`src/rtl/seq_comparator.sv`:
```
// seq_comparator: multi-cycle magnitude comparator that walks the operands
// CHUNK bits at a time from the MSB end and stops at the first differing chunk.
//
// Parameters
//   WIDTH      operand width in bits (must be a multiple of CHUNK)
//   CHUNK      bits compared per cycle
//
// Ports
//   clk        single clock, all state changes on the rising edge
//   rst        synchronous active-high reset
//   start      request a compare; only accepted while idle
//   A, B       operands, sampled when start is accepted
//   is_signed  1 = two's-complement compare, 0 = unsigned; sampled with A/B
//   busy       high while the compare is in progress
//   done       one-cycle pulse when GT/EQ/LT become valid
//   GT, EQ, LT registered result flags; held until the next accepted start
module seq_comparator #(
  parameter int WIDTH = 16,
  parameter int CHUNK = 4
) (
  input  logic             clk,
  input  logic             rst,
  input  logic             start,
  input  logic [WIDTH-1:0] A,
  input  logic [WIDTH-1:0] B,
  input  logic             is_signed,
  output logic             busy,
  output logic             done,
  output logic             GT,
  output logic             EQ,
  output logic             LT
);

  localparam int N    = WIDTH / CHUNK;
  localparam int IDXW = (N > 1) ? $clog2(N) : 1;

  // Flipping the sign bit of both operands maps two's-complement order onto
  // unsigned order, so the chunk datapath never needs to know the mode.
  localparam logic [WIDTH-1:0] SIGN_MASK = WIDTH'(1) << (WIDTH - 1);

  typedef enum logic [1:0] {
    IDLE,
    COMPARE,
    DONE
  } state_t;

  state_t           state, state_n;
  logic [IDXW-1:0]  idx, idx_n;
  logic [WIDTH-1:0] a_q, b_q;
  logic             gt_n, eq_n, lt_n;
  logic             load;
  logic [CHUNK-1:0] chunk_a, chunk_b;
  int               base;

  always_comb begin
    state_n = state;
    idx_n   = idx;
    gt_n    = GT;
    eq_n    = EQ;
    lt_n    = LT;
    load    = 1'b0;
    base    = int'(idx) * CHUNK;
    chunk_a = a_q[base +: CHUNK];
    chunk_b = b_q[base +: CHUNK];

    case (state)
      IDLE: begin
        if (start) begin
          load    = 1'b1;
          gt_n    = 1'b0;
          eq_n    = 1'b0;
          lt_n    = 1'b0;
          idx_n   = IDXW'(N - 1);
          state_n = COMPARE;
        end
      end

      COMPARE: begin
        if (chunk_a > chunk_b) begin
          gt_n    = 1'b1;
          state_n = DONE;
        end else if (chunk_a < chunk_b) begin
          lt_n    = 1'b1;
          state_n = DONE;
        end else if (idx == '0) begin
          // Every chunk matched all the way down to the LSB chunk.
          eq_n    = 1'b1;
          state_n = DONE;
        end else begin
          idx_n = idx - IDXW'(1);
        end
      end

      DONE: begin
        state_n = IDLE;
      end

      default: begin
        state_n = IDLE;
      end
    endcase
  end

  always_ff @(posedge clk) begin
    if (rst) begin
      state <= IDLE;
      idx   <= '0;
      a_q   <= '0;
      b_q   <= '0;
      GT    <= 1'b0;
      EQ    <= 1'b0;
      LT    <= 1'b0;
    end else begin
      state <= state_n;
      idx   <= idx_n;
      GT    <= gt_n;
      EQ    <= eq_n;
      LT    <= lt_n;
      if (load) begin
        // Operands are stored already sign-adjusted, so is_signed need not be kept.
        a_q <= A ^ (is_signed ? SIGN_MASK : '0);
        b_q <= B ^ (is_signed ? SIGN_MASK : '0);
      end
    end
  end

  assign busy = (state == COMPARE);
  assign done = (state == DONE);

endmodule
```
`config.mk`:
```
export PLATFORM = sky130hd
export DESIGN_NAME = seq_comparator
export DESIGN_NICKNAME = d
export VERILOG_FILES = /design/src/rtl/seq_comparator.sv
export SDC_FILE = /design/constraint.sdc
export NUM_CORES = 1
export LEC_CHECK = 0
export BUFFER_PORTS_ARGS = -buffer_cell sky130_fd_sc_hd__buf_4
export CAP_MARGIN = 30
export CORE_ASPECT_RATIO = 0.8
export CORE_UTILIZATION = 47
export CTS_CLUSTER_DIAMETER = 100
export DETAILED_ROUTE_END_ITERATION = 6
export GPL_TIMING_DRIVEN = 0
export PLACE_DENSITY = 0.74
export SLEW_MARGIN = 20
export SYNTH_ARGS = -nofsm -noshare
export SYNTH_HDL_FRONTEND = slang
export SYNTH_SLANG_ARGS = --single-unit
```
`constraint.sdc`:
```
create_clock -name clk -period 2.1 [get_ports clk]
set_input_delay 0.21 -clock clk [delete_from_list [all_inputs] [get_ports clk]]
set_output_delay 0.21 -clock clk [all_outputs]
set_load 0.005 [all_outputs]
```
Word level (Yosys, flattened, before mapping) --
Cells that the tools add are included.
Storage, ports and cells: memory bits (read-only) 0, latch bits 0, RAM bits 0, bits in registers 39, memories kept 0, logic and storage cells 55, output and inout port bits 5, input bits 36
Operators by class: shift operators 2, equal/unequal tests 10, $lt $le $gt $ge 2, bitwise logic cells 2, reductions and logical operators 8, add/sub/neg operators 1, divide/modulo/power cells 0, muxes and demuxes 23, multipliers 0
Operator list (count):
- $shiftx 16x5->4 | 2
- $xor 16x16->16 | 2
- $mux 16 | 1
- $mux 2 | 8
- $reduce_and 5->1 | 2
- $mux 1 | 9
- $ne 2x2->1 const B | 4
- $pmux 2 s2 | 2
- $ne 2x1->1 const B | 3
- $pmux 1 s2 | 3
- $gt 4x4->1 | 1
- $logic_not 2->1 | 2
- $lt 4x4->1 | 1
- $ne 4x1->1 const B | 1
- $reduce_and 4->1 | 1
- $reduce_and 3->1 | 1
- $eq 2x1->1 const B | 1
- $eq 2x2->1 const B | 1
- $reduce_and 2->1 | 1
- $reduce_bool 2->1 | 1
- $sub 2x1->2 const B | 1

Logic depth before layout (Yosys ltp) --
word-level depth 5, depth in mapped cells 8, depth with buffers taken out 7

Worst setup path before layout --
No wires, ideal clock.
path kind reg2reg, start point reg idx[0], end point reg idx[1], stages on the path, launching flop included 8, setup time 0.122 ns, path slack -0.067 ns, clock period less this slack 2.167 ns, buffers on the path 1, arrival time 2.045 ns, cells stage by stage dfxtp_1 -> buf_6 -> mux4_2 -> ha_1 -> a21oi_2 -> nand3_2 -> and3_4 -> o311a_1
On the way: word-level cells in the longest chain between the ends 5, elaborated cells between the ends (all ways) 14, classes of those cells 1 x add/sub; 2 x order compare; 3 x eq/ne; 2 x shift; 4 x mux; 2 x reduce/logical
RTL lines:
- start, declared | RTL line 48 | logic [IDXW-1:0] idx, idx_n;
- start signal, assigned | RTL line 115 | idx <= idx_n;
- parallel branches: the longest is 5 deep, another holds $lt 4x4->1
Several ways; the timed one is not identified. The select of a mux whose other input is x is not followed. A chain may end at the register's enable or synchronous reset.

Final worst setup path --
Same ends and word-level chain as after synthesis.

==> flow_summary.ini <==
[outcome]
status = finished with violations
violations = negative setup slack

[clocking]
htree_levels = 2
cts_root_buf = clkbuf_8
cts_tree = built
postCtsHoldBufs = 0
insertion_delay_ns = 0.29
cts_buffers = 5
clock_path_buffers = 2
path_clk_slew_ns = 0.07
clock_sinks = 39

[floorplanning]
fp.dieH_um = 56.31
die_x_um = 69.89
initial_core_util = 0.4993
die-area_sq_mm = 0.003936
io_pins = 41
row_count = 19
core_sq_mm = 0.003471

[routing]
routed_wl_um = 3928
via_per_inst = 5.105
wire_per_inst_um = 13.27
vias = 1511
antenna_left = 0
drt_pass1_iterations = 4
drt_iter0_drc = 100
drc = 0

[logic_synthesis]
ys_ff_latch = 39
synth_top_area_frac = 0.4505
syn_area_sq_mm = 0.001733
syn-num-nets = 238
yosysWarnings = 0
synth_top_area_cell = dfxtp_1
synth_area_leaders = dfxtp_1 (45%), nand2_1 (14%), mux4_2 (10%)
syn_avg_cell_area_sq_um = 8.797
synth-seq-area-share = 0.4505
post_synth_inst_count = 197
synth.distinct_cells = 32

[worst_setup_path]
crit_chain = buf_8 > mux4_2 > inv_2 > ha_4 > a21oi_2 > nand3_2 > and3_4 > o311a_1
start_kind = flip-flop
required_ns = 2.29
crit_arrival_ns = 2.31
slowest_stage = mux4_2
crit_fanout = 8
path_class = reg2reg
crit_path_max_incr_delay_ns = 0.51
crit_path_end_kind = flip-flop
reg2reg_slack_ns = -0.03

[final_layout]
nets = 294
nFillCells = 305
final_area_sq_mm = 0.002302
diodes = 0
syn_to_final_growth_pct = 32.85
drive_gt1_frac = 0.3307
instances_no_fill = 296

[timing]
slew_viol_final = 0
final_hold_viol_count = 0
slew_headroom = 0.6563
clock_skew_ns = 0.003760
fin_crit_ns = 2.127
finalSetupViolCount = 2
timing.fmax_ghz = 0.4702
setup_slack_ns = -0.02672
fin_crit_sh = 1.013
worst_pin_slew_ns = 0.5156
rsz0062_at_grt = true

[global_route]
grt_use_total = 0.2096
gr-usage-met1 = 0.2900
grt_max_degree = 12
use_met2 = 0.3242
grt_pass1_vias = 1423
antenna_found_initial = 0
grt_pass1_wl_um = 6410
met3_usage = 0.05027
grt.overflow.total = 0
busiest_layer = met2

[place]
gp_congestion = 0.7436
place_area_sq_mm = 0.002092
dp.final_hpwl_um = 2728
io_buffer_count = 39
placed_cells = 278

[min_path]
hold_class = in2reg

[flow_run]
drv_cap = 0

[power]
powerDensity_mw_per_mm2 = 828.1
p_leak_nw = 0.9662
ir_worst_vdd_mv = 0.5574
## what timing repair did
action	CTS	global route
pin swaps	4	3
buffers inserted	9	1
setup endpoints to repair	6	6
resized for setup	4	5
## logic make-up (layout without fill, tap and decap cells)
logic type / after synthesis / after routing / synth area share
flops: 39 / 39 / 0.4505
compound gates: 42 / 42 / 0.1393
simple gates: 79 / 79 / 0.1935
mux: 8 / 8 / 0.1040
fa+ha+maj: 5 / 5 / 0.03610
xor+xnor: 2 / 2 / 0.01011
buf+inv: 22 / 79 / 0.06642
## stage by stage
stage | utilization | setup WS, ns | TNS (ns) | hold WS [ns] | total power, mW
floorplan | - | 0.02053 | 0 | 0.3460 | 1.135
global placement | 0.6027 | -0.1441 | -0.3252 | 0.4408 | 1.267
detailed placement | 0.6027 | -0.1470 | -0.3946 | 0.4451 | 1.275
CTS | 0.6539 | -0.02319 | -0.02319 | 0.1598 | 1.877
global route | 0.6633 | -0.1126 | -0.4020 | 0.1617 | 2.007
finish | 0.6633 | -0.02672 | -0.04990 | 0.1585 | 1.906
## sequential cells by signal (all words and copies together), names as in the netlist
| name | cells |
|---|---|
| a_q | 16 |
| b_q | 16 |
| state | 2 |
| LT | 1 |
| EQ | 1 |
| GT | 1 |
| idx | 2 |
## Yosys cell counts, drive strengths merged
| cell | count |
|---|---|
| a41oi | 1 |
| and2 | 1 |
| nor3 | 1 |
| nor2b | 1 |
| or2b | 1 |
| inv | 9 |
| buf | 10 |
| dfxtp | 39 |
| nand2b | 1 |
| xnor2 | 2 |
| ha | 5 |
| o21a | 1 |
| o311a | 1 |
| o21ai | 1 |
| nand4 | 2 |
| nand3 | 2 |
| nor2 | 5 |
| a311oi | 1 |
| and2b | 1 |
| mux4 | 8 |
| nand2 | 63 |
| clkbuf | 3 |
| and3 | 1 |
| a21oi | 33 |
| a32o | 1 |
| a211oi | 3 |
## cell usage in the layout, fill, tap and decap left out, types with 4 or more instances in the layout
cell      count
inv_1         7
a21oi_1      32
buf_4        50
clkbuf_1      4
dfxtp_1      38
mux4_2        8
buf_2         4
clkbuf_8      7
nand2_1      63
## critical path, delay by kind of cell, from the launching register on
| family | cells | cell delay [ns] |
|---|---|---|
| adder cells (fa/ha/maj) | 1 | 0.21 |
| multiplexers | 1 | 0.51 |
| AO/OA/AOI/OAI | 2 | 0.42 |
| flip-flops | 1 | 0.35 |
| buffers and inverters | 2 | 0.23 |
| AND/OR/NAND/NOR | 2 | 0.31 |
## layout make-up
class                   count  area, sq um  share of cell area
repair buffers             49        367.9              0.1598
multi-input cells         136        872.1              0.3788
inverters                   9        36.28             0.01576
flip-flops and latches     39        782.0              0.3397
clock buffers               8        100.1             0.04348
plain buffers              13        91.34             0.03967
well taps                  42        52.55             0.02283
## path summary, 6_finish.rpt
kind / from / end / cells past startpoint
max: idx[0] / idx[1] / 8
min: B[3] / b_q[3] / 3
max reg2reg: idx[0] / idx[1] / 8
min reg2reg: a_q[3] / a_q[3] / 2
## layer usage
layer	vias up	routed length, um
li1	780	-
met1	683	1879
met2	40	1788
met4	0	58
met5	-	0
met3	8	201
## report_power, final
| group | internal (mW) | leakage, nW | switching (mW) |
|---|---|---|---|
| clock | 0.300 | 0.0515 | 0.253 |
| sequential | 0.801 | 0.321 | 0.0318 |
| combinational | 0.267 | 0.594 | 0.255 |
| total | 1.37 | 0.966 | 0.539 |
Note: power is estimated with default switching activity, not from simulation.
